[src/rtl/mem_req_ctrl_pkg.sv]
// -----------------------------------------------------------------------------
// mem_req_ctrl_pkg
// Shared types and constants for the MEM-stage data-memory request controller.
//   virt_t / uint32_t     : 32-bit address and data types
//   mem_req_ctrl_state_t  : controller FSM states
//   MEM_SIZE_*            : encodings of the req_size / data_sram_size field
//   load_capture()        : response data seen by the pipeline (0 for stores)
// -----------------------------------------------------------------------------
package mem_req_ctrl_pkg;

  typedef logic [31:0] virt_t;
  typedef logic [31:0] uint32_t;

  typedef enum logic [2:0] {
    IDLE    = 3'd0,
    REQ     = 3'd1,
    WAIT    = 3'd2,
    RESP    = 3'd3,
    DISCARD = 3'd4
  } mem_req_ctrl_state_t;

  localparam logic [1:0] MEM_SIZE_BYTE = 2'd0;
  localparam logic [1:0] MEM_SIZE_HALF = 2'd1;
  localparam logic [1:0] MEM_SIZE_WORD = 2'd2;

  // Stores return no data; whatever the bus drives on rdata is ignored.
  function automatic uint32_t load_capture(input logic wr, input uint32_t rdata);
    return wr ? '0 : rdata;
  endfunction

endpackage

[src/rtl/mem_resp_buf.sv]
// -----------------------------------------------------------------------------
// mem_resp_buf
// Response holding register for mem_req_ctrl: a 32-bit data register with its
// valid bit. It is loaded when a transaction completes and cleared when the
// consumer takes the response or the pipeline flushes it.
//
// Optional feature macro: MEM_REQ_CTRL_RESP_BYPASS_EN
//   When defined, a completing bus response (live) is forwarded to resp_valid /
//   resp_rdata combinationally in the same cycle, ahead of the register.
//
// Ports
//   clk, resetn   : clock, asynchronous active-low reset
//   load          : capture load_data and set valid
//   load_data     : data to capture (already zeroed for stores)
//   clear         : drop the held response
//   live          : (bypass build only) completing response this cycle
//   resp_valid    : response available to the consumer
//   resp_rdata    : response data
// -----------------------------------------------------------------------------
module mem_resp_buf
  import mem_req_ctrl_pkg::*;
(
  input  logic    clk,
  input  logic    resetn,
  input  logic    load,
  input  uint32_t load_data,
  input  logic    clear,
`ifdef MEM_REQ_CTRL_RESP_BYPASS_EN
  input  logic    live,
`endif
  output logic    resp_valid,
  output uint32_t resp_rdata
);

  logic    valid_q;
  uint32_t data_q;

  always_ff @(posedge clk or negedge resetn) begin
    if (!resetn) begin
      valid_q <= 1'b0;
      data_q  <= '0;
    end else if (load) begin
      valid_q <= 1'b1;
      data_q  <= load_data;
    end else if (clear) begin
      valid_q <= 1'b0;
    end
  end

`ifdef MEM_REQ_CTRL_RESP_BYPASS_EN
  // live never coincides with valid_q: completion only happens in REQ/WAIT,
  // while the register is only valid in RESP.
  assign resp_valid = valid_q | live;
  assign resp_rdata = live ? load_data : data_q;
`else
  assign resp_valid = valid_q;
  assign resp_rdata = data_q;
`endif

endmodule

[src/rtl/mem_req_ctrl.sv]
// -----------------------------------------------------------------------------
// mem_req_ctrl
// MEM-stage data-memory transaction sequencer. Accepts one load/store at a
// time from the pipeline, drives the SRAM-like data bus (req / addr_ok /
// data_ok), returns load data, and swallows in-flight responses when the
// pipeline is flushed. Only one transaction is ever outstanding.
//
// Optional feature macro: MEM_REQ_CTRL_RESP_BYPASS_EN
//   Forwards a completing response to resp_valid/resp_rdata in the same cycle
//   as data_ok; with resp_ready high the FSM returns straight to IDLE.
//
// Handshakes: every channel is valid/ready. A transfer happens on a rising
// clk edge where both sides are high; a source holds its valid and payload
// stable until that edge. Pipeline side: req_valid/req_ready (req_ready only
// in IDLE), resp_valid/resp_ready. Bus side: data_sram_req/data_sram_addr_ok
// for the request, data_sram_data_ok for the response (no back-pressure).
// req_cancel overrides everything and is not a handshake.
//
// Ports
//   clk, resetn          : clock, asynchronous active-low reset
//   req_*                : pipeline request (valid/ready, wr, size, addr,
//                          wstrb, wdata) and req_cancel flush
//   resp_*               : response to the load-extraction logic
//   data_sram_*          : data bus request fields and response inputs
//   busy                 : FSM not in IDLE
//   dbg_state            : current FSM state
// -----------------------------------------------------------------------------
module mem_req_ctrl
  import mem_req_ctrl_pkg::*;
(
  input  logic                clk,
  input  logic                resetn,
  input  logic                req_valid,
  output logic                req_ready,
  input  logic                req_wr,
  input  logic [1:0]          req_size,
  input  virt_t               req_addr,
  input  logic [3:0]          req_wstrb,
  input  uint32_t             req_wdata,
  input  logic                req_cancel,
  output logic                resp_valid,
  output uint32_t             resp_rdata,
  input  logic                resp_ready,
  output logic                data_sram_req,
  output logic                data_sram_wr,
  output logic [1:0]          data_sram_size,
  output virt_t               data_sram_addr,
  output logic [3:0]          data_sram_wstrb,
  output uint32_t             data_sram_wdata,
  input  logic                data_sram_addr_ok,
  input  logic                data_sram_data_ok,
  input  uint32_t             data_sram_rdata,
  output logic                busy,
  output mem_req_ctrl_state_t dbg_state
);

  mem_req_ctrl_state_t state;
  logic                drop;       // sticky: flushed while the request was pending

  logic    drop_now;               // flush seen now or earlier in REQ
  logic    complete;               // a response is delivered to the pipeline
  logic    direct;                 // delivered and consumed in the same cycle
  logic    buf_load;
  logic    buf_clear;
  uint32_t complete_data;

  assign drop_now = drop | req_cancel;

  // A transaction completes with a response only when data_ok arrives and no
  // flush is pending: in REQ that needs addr_ok in the same cycle.
  assign complete = data_sram_data_ok &
                    (((state == REQ)  & data_sram_addr_ok & ~drop_now) |
                     ((state == WAIT) & ~req_cancel));

  assign complete_data = load_capture(data_sram_wr, data_sram_rdata);

`ifdef MEM_REQ_CTRL_RESP_BYPASS_EN
  assign direct   = complete & resp_ready;
  assign buf_load = complete & ~resp_ready;
`else
  assign direct   = 1'b0;
  assign buf_load = complete;
`endif

  // Leaving RESP either via the handshake or a flush empties the buffer.
  assign buf_clear = (state == RESP) & (req_cancel | resp_ready);

  always_ff @(posedge clk or negedge resetn) begin
    if (!resetn) begin
      state           <= IDLE;
      drop            <= 1'b0;
      data_sram_wr    <= 1'b0;
      data_sram_size  <= '0;
      data_sram_addr  <= '0;
      data_sram_wstrb <= '0;
      data_sram_wdata <= '0;
    end else begin
      case (state)
        IDLE: begin
          // A flush in the same cycle as the op means the op never existed.
          if (req_valid & ~req_cancel) begin
            data_sram_wr    <= req_wr;
            data_sram_size  <= req_size;
            data_sram_addr  <= req_addr;
            data_sram_wstrb <= req_wstrb;
            data_sram_wdata <= req_wdata;
            drop            <= 1'b0;
            state           <= REQ;
          end
        end
        REQ: begin
          // The request cannot be withdrawn once raised; a flush only marks
          // the eventual response for disposal.
          if (data_sram_addr_ok) begin
            drop <= 1'b0;
            if (data_sram_data_ok) begin
              state <= (drop_now | direct) ? IDLE : RESP;
            end else begin
              state <= drop_now ? DISCARD : WAIT;
            end
          end else begin
            drop <= drop_now;
          end
        end
        WAIT: begin
          if (data_sram_data_ok) begin
            state <= (req_cancel | direct) ? IDLE : RESP;
          end else if (req_cancel) begin
            state <= DISCARD;
          end
        end
        RESP: begin
          if (req_cancel | resp_ready) begin
            state <= IDLE;
          end
        end
        DISCARD: begin
          if (data_sram_data_ok) begin
            state <= IDLE;
          end
        end
        default: state <= IDLE;
      endcase
    end
  end

  assign req_ready     = (state == IDLE);
  assign busy          = (state != IDLE);
  assign data_sram_req = (state == REQ);
  assign dbg_state     = state;

  mem_resp_buf u_resp_buf (
    .clk        (clk),
    .resetn     (resetn),
    .load       (buf_load),
    .load_data  (complete_data),
    .clear      (buf_clear),
`ifdef MEM_REQ_CTRL_RESP_BYPASS_EN
    .live       (complete),
`endif
    .resp_valid (resp_valid),
    .resp_rdata (resp_rdata)
  );

endmodule

[config.mk]
export PLATFORM = sky130hd
export DESIGN_NAME = mem_req_ctrl
export DESIGN_NICKNAME = d
export VERILOG_FILES = /design/src/rtl/mem_req_ctrl_pkg.sv /design/src/rtl/mem_resp_buf.sv /design/src/rtl/mem_req_ctrl.sv
export SDC_FILE = /design/constraint.sdc
export NUM_CORES = 1
export LEC_CHECK = 0
export ABC_AREA = 1
export CAP_MARGIN = 20
export CORE_UTILIZATION = 38
export CTS_CLUSTER_DIAMETER = 200
export CTS_CLUSTER_SIZE = 14
export DETAILED_ROUTE_END_ITERATION = 6
export GPL_TIMING_DRIVEN = 0
export PLACE_DENSITY = 0.75
export SYNTH_ARGS = -nofsm -noshare
export SYNTH_HDL_FRONTEND = slang
export SYNTH_SLANG_ARGS = --single-unit
[constraint.sdc]
create_clock -name clk -period 1.5 [get_ports clk]
set_input_delay 0.225 -clock clk [delete_from_list [all_inputs] [get_ports clk]]
set_output_delay 0.225 -clock clk [all_outputs]
set_load 0.01 [all_outputs]
==> reports/summary.md, run 1 <==
- run status: finished with violations
- failing checks: setup timing
- Min-Delay Path Class: input pin to asynchronous set/reset pin
- post-synthesis cell type count: 21
- drt first-iter violations: 208
- Layout Nets: 899
- post-route worst hold slack: 0.416 ns
- period utilisation layout: 104%
- Final Skew: 0.00391 ns
- number of antenna violations at the first check in global routing: 0
- Synthesized Nets: 639
- die outline area: 13000 um2
- vias after detailed routing: 4411
- maximum number of pins on one net before global-route repair: 72
- mapped cell area: 4760 um2
- number of clock sinks seen by CTS: 108
- final wirelength: 14300 um
- Finished Layout Cells: 961
- worst slew margin relative to its limit: 65.5%
- TritonCTS clock tree: done
- antenna cells: 0
- Pwr Density: 1810 nW/um2
- Routed wire per std cell: 14.9 um
- Worst Path Arrival: 1.79 ns
- worst r2r dst: u_resp_buf.resp_rdata[17]$_DFFE_PN0P_
- final antenna-violating net count: 0
- reg-to-reg startpoint: dbg_state[1]$_DFFE_PN0P_
- data required time at the worst endpoint: 1.73 ns
- synth top area cells: dfrtp_1 57%, nand2_1 9.5%, inv_1 8.5%
- top achievable clock speed: 640 MHz
- Warnings, synthesis: 0
- multiplexer share of the synthesized area: 0%
- r2r setup slk: -0.06 ns
- Max H-tree Level: 3
- FF+latch count, synth: 108
- share of post-route cells with drive strength above 1: 29.0%
- first-pass iteration count of the detailed router: 4
- Mean Syn Cell Area: 8.99 um2
- reported leakage power: 0.00514 uW
- Critical path destination: u_resp_buf.resp_rdata[17]$_DFFE_PN0P_
- GRT overflow: 0
- initial standard-cell utilization of the core: 39.3%
- final hold violation count: 0
- area added between synthesis and finish: 80.1%
- number of buffers created by CTS: 9
- clock buffer depth: 2
- largest area contributor in the netlist: dfrtp_1
- number of core rows: 40
- last weighted congestion value of the routability-driven placer: 0.809
- via count of the first global-routing pass: 4357
- vias per std cell: 4.59
- Detailed Place HPWL: 9620 um
- core area: 12100 um2
- Setup CP Type: input pin to flip-flop
- number of fillers in the final layout: 926
- clock transition time at the flip-flop clock pins of the worst setup and hold paths: 0.07 ns
- worst reg2reg path depth: 11
- Max FO, Critical Path: 10
- gate count after technology mapping: 529
- root buffer cell: clkbuf_16
- Post-Synth Simple-Gate Area: 16.9%
- latest clock arrival within the worst-skew pair: 0.34 ns
- area share of the largest cell type after synthesis: 56.8%
- most used cells in the layout excluding fill and tap cells: 124 x clkdlybuf4s50_1, 108 x inv_1, 104 x dfrtp_1, 80 x dlymetal6s2s_1, 53 x nand2_1
- number of max-cap violations: 0
- Worst Setup Start Kind: input pin
- total area of multi-input combinational cells: 1800 um2
- area occupied by registers: 2710 um2
- Critical Path Start: req_cancel
- Worst IR Drop VDD: 1090 uV
- fraction of the mapped netlist area in compound gates: 13.1%
- die extent in x: 114 um
- drt drc: 0
- Overall Global Routing Usage: 20.9%
- DP Worst Slack: -0.333 ns
- share of synthesized area occupied by flip-flops and latches: 56.8%
- commonest non-fill, non-tap cell in the layout: clkdlybuf4s50_1
- setup violators final: 51
- Fin Setup TNS: -1.16 ns
- die boundary height: 114 um
- final worst path period need: 1.56 ns
- unrepaired setup endpoints after global routing: yes
- arithmetic-cell share of the synthesized area counting full adders, half adders and majority gates: 0%
- actual slew at the worst max-slew pin: 0.517 ns
- Final WS setup: -0.0614 ns
- count of buffers from port buffering: 219
- final-report max-slew violation count: 0
- Top-Level Pins: 220
- first-pass GRT wire length: 20900 um
- dominant combinational cell family by area after synthesis: simple AND/OR/NAND/NOR gates
- Setup crit end kind: flip-flop
- synthesized-area fraction occupied by xor and xnor cells: 0%
- placed instance count: 917
-- cell type report --
type | count | share of cell area [%]
repair buffers | 250 | 32.5
clock buffers | 11 | 2.83
inverters | 113 | 5.04
plain buffers | 24 | 3.49
well taps | 168 | 2.45
flip-flops and latches | 108 | 31.6
clock inverters | 4 | 1.14
multi-input cells | 283 | 20.9
-- cell families after synthesis --
kind of cell           count (synthesis)
AOI/OAI and AO/OA                    107
buffers and inverters                138
DFF                                  108
and+or+nand+nor                      176
-- registers in the layout (all words and copies together) (netlist names) --
name / count
data_sram_addr: 32
data_sram_size: 2
data_sram_wr: 1
u_resp_buf.resp_rdata: 32
data_sram_wdata: 32
u_resp_buf.resp_valid: 1
drop: 1
dbg_state: 3
data_sram_wstrb: 4
-- power by group --
part	leakage (uW)	total, uW	switching (uW)	internal [uW]
Clock	0.000162	2680	1010	1670
Sequential	0.00136	5200	957	4250
Combinational	0.00361	7600	3440	4160
Total	0.00514	15500	5410	10100
-- worst max-delay path: stages --
cell and delay [ns]:
clkdlybuf4s50_1 0.43, inv_2 0.14, nand2_1 0.12, nor2_1 0.22, nand2_4 0.08, nand2_4 0.08
nand2_4 0.07, buf_12 0.15, buf_12 0.15, nand2_2 0.07, o21ai_2 0.05
-- cells in the mapped netlist (all sizes together) --
library cell,instances
dfrtp,108
nand3,13
or2,32
nor2,6
a21oi,1
clkbuf,10
nand4,1
inv,113
nand2,124
buf,15
o21ai,106
-- worst min path at each step --
stage | start | endpoint | slack, ns | cells past startpoint
after floorplan | resetn | data_sram_addr[0]$_DFFE_PN0P_ | -0.07 | 0
after global placement | u_resp_buf.resp_rdata[16]$_DFFE_PN0P_ | u_resp_buf.resp_rdata[16]$_DFFE_PN0P_ | 0.46 | 2
after detailed placement | resetn | data_sram_addr[23]$_DFFE_PN0P_ | 0.23 | 1
after CTS | resetn | data_sram_addr[23]$_DFFE_PN0P_ | 0.41 | 2
after global routing | req_wdata[21] | data_sram_wdata[21]$_DFFE_PN0P_ | 0.42 | 3
final | resetn | data_sram_addr[21]$_DFFE_PN0P_ | 0.42 | 2
-- per-stage QoR --
step,instance area (um2),total power (uW),util (%)
after floorplan,4760,7820,-
after global placement,7160,11400,59.1
after detailed placement,7190,11600,59.3
after CTS,7760,14700,64.0
after global routing,8570,16400,70.8
final,8570,15500,70.8
-- per-layer routing --
layer	wire length, um	GRT usage, %
met1	5800	25.2
met3	872	5.26
met4	401	9.26
met2	7280	35.3
met5	0	0
-- what timing repair did --
action / 4_1_cts / 5_1_grt
endpoints found under the hold margin: 37 / 0
hold buffers: 1 / 0
cloned: 3 / 6
setup buffers: 15 / 5
setup endpoints to repair: 117 / 164
resized for setup: 59 / 250
pin swaps: 5 / 9
Note: power is estimated with default switching activity, not from simulation.
==> run 2, diff against run 1 <==
--- a/config.mk
+++ b/config.mk
@@ -11,6 +11,7 @@
 export CTS_CLUSTER_DIAMETER = 200
 export CTS_CLUSTER_SIZE = 14
 export DETAILED_ROUTE_END_ITERATION = 6
+export GPL_ROUTABILITY_DRIVEN = 0
 export GPL_TIMING_DRIVEN = 0
 export PLACE_DENSITY = 0.75
 export SYNTH_ARGS = -nofsm -noshare
==> results of run 2 <==
No change in the layout: final DEF, timing and power equal those of run 1.
==> run 3, diff against run 2 <==
--- a/config.mk
+++ b/config.mk
@@ -16,4 +16,5 @@
 export PLACE_DENSITY = 0.75
 export SYNTH_ARGS = -nofsm -noshare
 export SYNTH_HDL_FRONTEND = slang
+export SYNTH_HIERARCHICAL = 1
 export SYNTH_SLANG_ARGS = --single-unit
==> reports/summary.md, run 3 <==
- final-report max-slew violation count: 0
- Final Skew: 0.00600 ns
- commonest non-fill, non-tap cell in the layout: nand2_1
- number of max-cap violations: 0
- PnR Total Power: 14700 uW
- die extent in x: 114 um
- area share of the largest cell type after synthesis: 57.2%
- Final WS setup: -0.168 ns
- Min-Delay Path Class: input pin to flip-flop
- largest area contributor in the netlist: dfrtp_1
- Async SR Flop Fraction: 100%
- unrepaired setup endpoints after global routing: yes
- Warnings, synthesis: 6
- final wirelength: 13900 um
- data required time at the worst endpoint: 1.27 ns
- failing checks: setup timing
- die boundary height: 114 um
- count of buffers from port buffering: 219
- number of fillers in the final layout: 970
- share of synthesized area occupied by flip-flops and latches: 57.2%
- final worst path period need: 1.67 ns
- die outline area: 12900 um2
- Finished Layout Cells: 989
- Synthesized Nets: 673
- Pwr Density: 1840 nW/um2
- worst slew margin relative to its limit: 53.1%
- most used cells in the layout excluding fill and tap cells: 158 x nand2_1, 143 x clkdlybuf4s50_1, 110 x inv_1, 107 x dfrtp_1, 62 x o21ai_1
- root buffer cell: clkbuf_16
- Layout Nets: 928
- initial standard-cell utilization of the core: 39.2%
- vias after detailed routing: 4425
- Critical Path Slowest Stage Cell: dfrtp_1
- placed instance count: 951
- mapped cell area: 4730 um2
- Worst Setup Start Kind: flip-flop
- Mean Syn Cell Area: 8.40 um2
- reported leakage power: 0.00470 uW
- via count of the first global-routing pass: 4413
- Overall Global Routing Usage: 20.8%
- latest clock arrival within the worst-skew pair: 0.34 ns
- gate count after technology mapping: 563
- Routed wire per std cell: 14.0 um
- actual slew at the worst max-slew pin: 0.704 ns
- final hold violation count: 0
- Setup crit end kind: output pin
- Top-Level Pins: 220
- first-pass iteration count of the detailed router: 4
- DP Worst Slack: -0.317 ns
- antenna cells: 0
- Post-synth EDFFs: 0
- Max H-tree Level: 3
- TritonCTS clock tree: done
- final antenna-violating net count: 0
- core area: 12100 um2
- Worst IR Drop VDD: 840 uV
- Setup CP Type: flip-flop to output pin
- GRT overflow: 0
- Detailed Place HPWL: 9650 um
- top cell types by occurrence after synthesis: 175 x nand2_1, 112 x inv_1, 108 x dfrtp_1
- final design area excluding fillers: 8030 um2
- Worst Path Arrival: 1.44 ns
- FF+latch count, synth: 108
- first-pass GRT wire length: 21100 um
- maximum number of pins on one net before global-route repair: 57
- synth top area cells: dfrtp_1 57%, nand2_1 14%, inv_1 8.9%
- drt drc: 0
- utilization of the core after routing: 66.5%
- area added between synthesis and finish: 69.8%
- drt first-iter violations: 240
- number of antenna violations at the first check in global routing: 0
- number of core rows: 40
- Max FO, Critical Path: 2
- period utilisation layout: 111%
- Most common cell on crit path: buf_6
- Critical Path, Cell by Cell: buf_6 -> nor3_4 -> buf_4 -> buf_6 -> inv_2 -> buf_6
- top achievable clock speed: 599 MHz
- number of buffers created by CTS: 9
- most repeated cell in the gate-level netlist after synthesis: nand2_1
- number of clock sinks seen by CTS: 108
- post-synthesis cell type count: 20
- placed inst area: 7160 um2
- prevailing post-synth register cell: dfrtp_1
- share of post-route cells with drive strength above 1: 13.5%
- CP peak stage delay: 0.40 ns
- clock buffer depth: 2
- vias per std cell: 4.47
- setup violators final: 104
- run status: finished with violations
- clock transition time at the flip-flop clock pins of the worst setup and hold paths: 0.06 ns
-- run 3: cell count changes after synthesis, moves of 7 or more --
| cell | before | now |
|---|---|---|
| nand2_1 | 121 | 175 |
| nand2_2 | 2 | 9 |
| nor2_1 | 4 | 38 |
| o21ai_0 | 47 | 6 |
| o21ai_1 | 35 | 69 |
| o21ai_2 | 24 | 1 |
| or2_2 | 32 | 0 |
-- run 3: stage by stage --
step	setup TNS (ns)	hold slack, ns
after floorplan	0	-0.0706
after global placement	-436.69	0.454
after detailed placement	-25.05	0.321
after CTS	-9.92	0.404
after global routing	-19.30	0.422
final	-11.28	0.421
-- run 3: timing repair --
action                                 in CTS  in global routing
hold buffers                                1                  0
setup endpoints to repair                 125                153
cloned                                      2                  4
gates resized for setup                    67                 91
endpoints found under the hold margin      52                  0
buffers inserted                            8                 10
pin swaps                                   1                  6
-- run 3: power by group --
part / switching, uW / total, uW / leakage (uW) / internal (uW)
registers: 831 / 5080 / 0.00136 / 4250
clock network: 1000 / 2250 / 0.000134 / 1250
logic: 3430 / 7410 / 0.00320 / 3980
-- run 3: cell families after synthesis --
family                 after synthesis  share of synthesized area (%)
flip-flops                         108                           57.2
AND/OR/NAND/NOR                    237                           20.3
buffers and inverters              141                           14.3
AO/OA/AOI/OAI                       77                           8.23
-- run 3: worst paths after layout --
kind | start | endpoint | slack [ns] | cells after the start
max | dbg_state[0]$_DFFE_PN0P_ | busy | -0.17 | 6
min | req_wdata[13] | data_sram_wdata[13]$_DFFE_PN0P_ | 0.42 | 3
max reg2reg | dbg_state[0]$_DFFE_PN0P_ | data_sram_wdata[3]$_DFFE_PN0P_ | -0.15 | 9
min reg2reg | u_resp_buf/resp_rdata[30]$_DFFE_PN0P_ | u_resp_buf/resp_rdata[30]$_DFFE_PN0P_ | 0.47 | 2
max in group asynchronous | resetn | data_sram_addr[24]$_DFFE_PN0P_ | 0.31 | 3
min in group asynchronous | resetn | data_sram_wdata[26]$_DFFE_PN0P_ | 0.46 | 2
-- run 3: metal layers --
| metal | part of all wire [%] | vias to the layer above | global-route usage (%) | wire length, um |
|---|---|---|---|---|
| li1 | - | 2175 | - | - |
| met1 | 40 | 2072 | 24.7 | 5490 |
| met2 | 51 | 160 | 35.5 | 7010 |
| met3 | 8.1 | 18 | 6.96 | 1130 |
| met4 | 1.8 | 0 | 6.93 | 253 |
| met5 | 0 | - | 0 | 0 |
-- run 3: layout make-up --
class	count	area [um2]	share of cell area, %
well taps	168	210	2.62
clock buffers	13	270	3.37
multi-input cells	314	1470	18.3
inverters	113	432	5.38
clock inverters	1	7.51	0.0935
plain buffers	28	298	3.71
flip-flops and latches	108	2700	33.7
repair buffers	244	2630	32.8
-- run 3: worst max-delay path: cells and delay by family, from the launching register on --
family                 cells  cell delay (ns)
and+or+nand+nor            1             0.21
DFF                        1             0.40
buffers and inverters      5             0.50
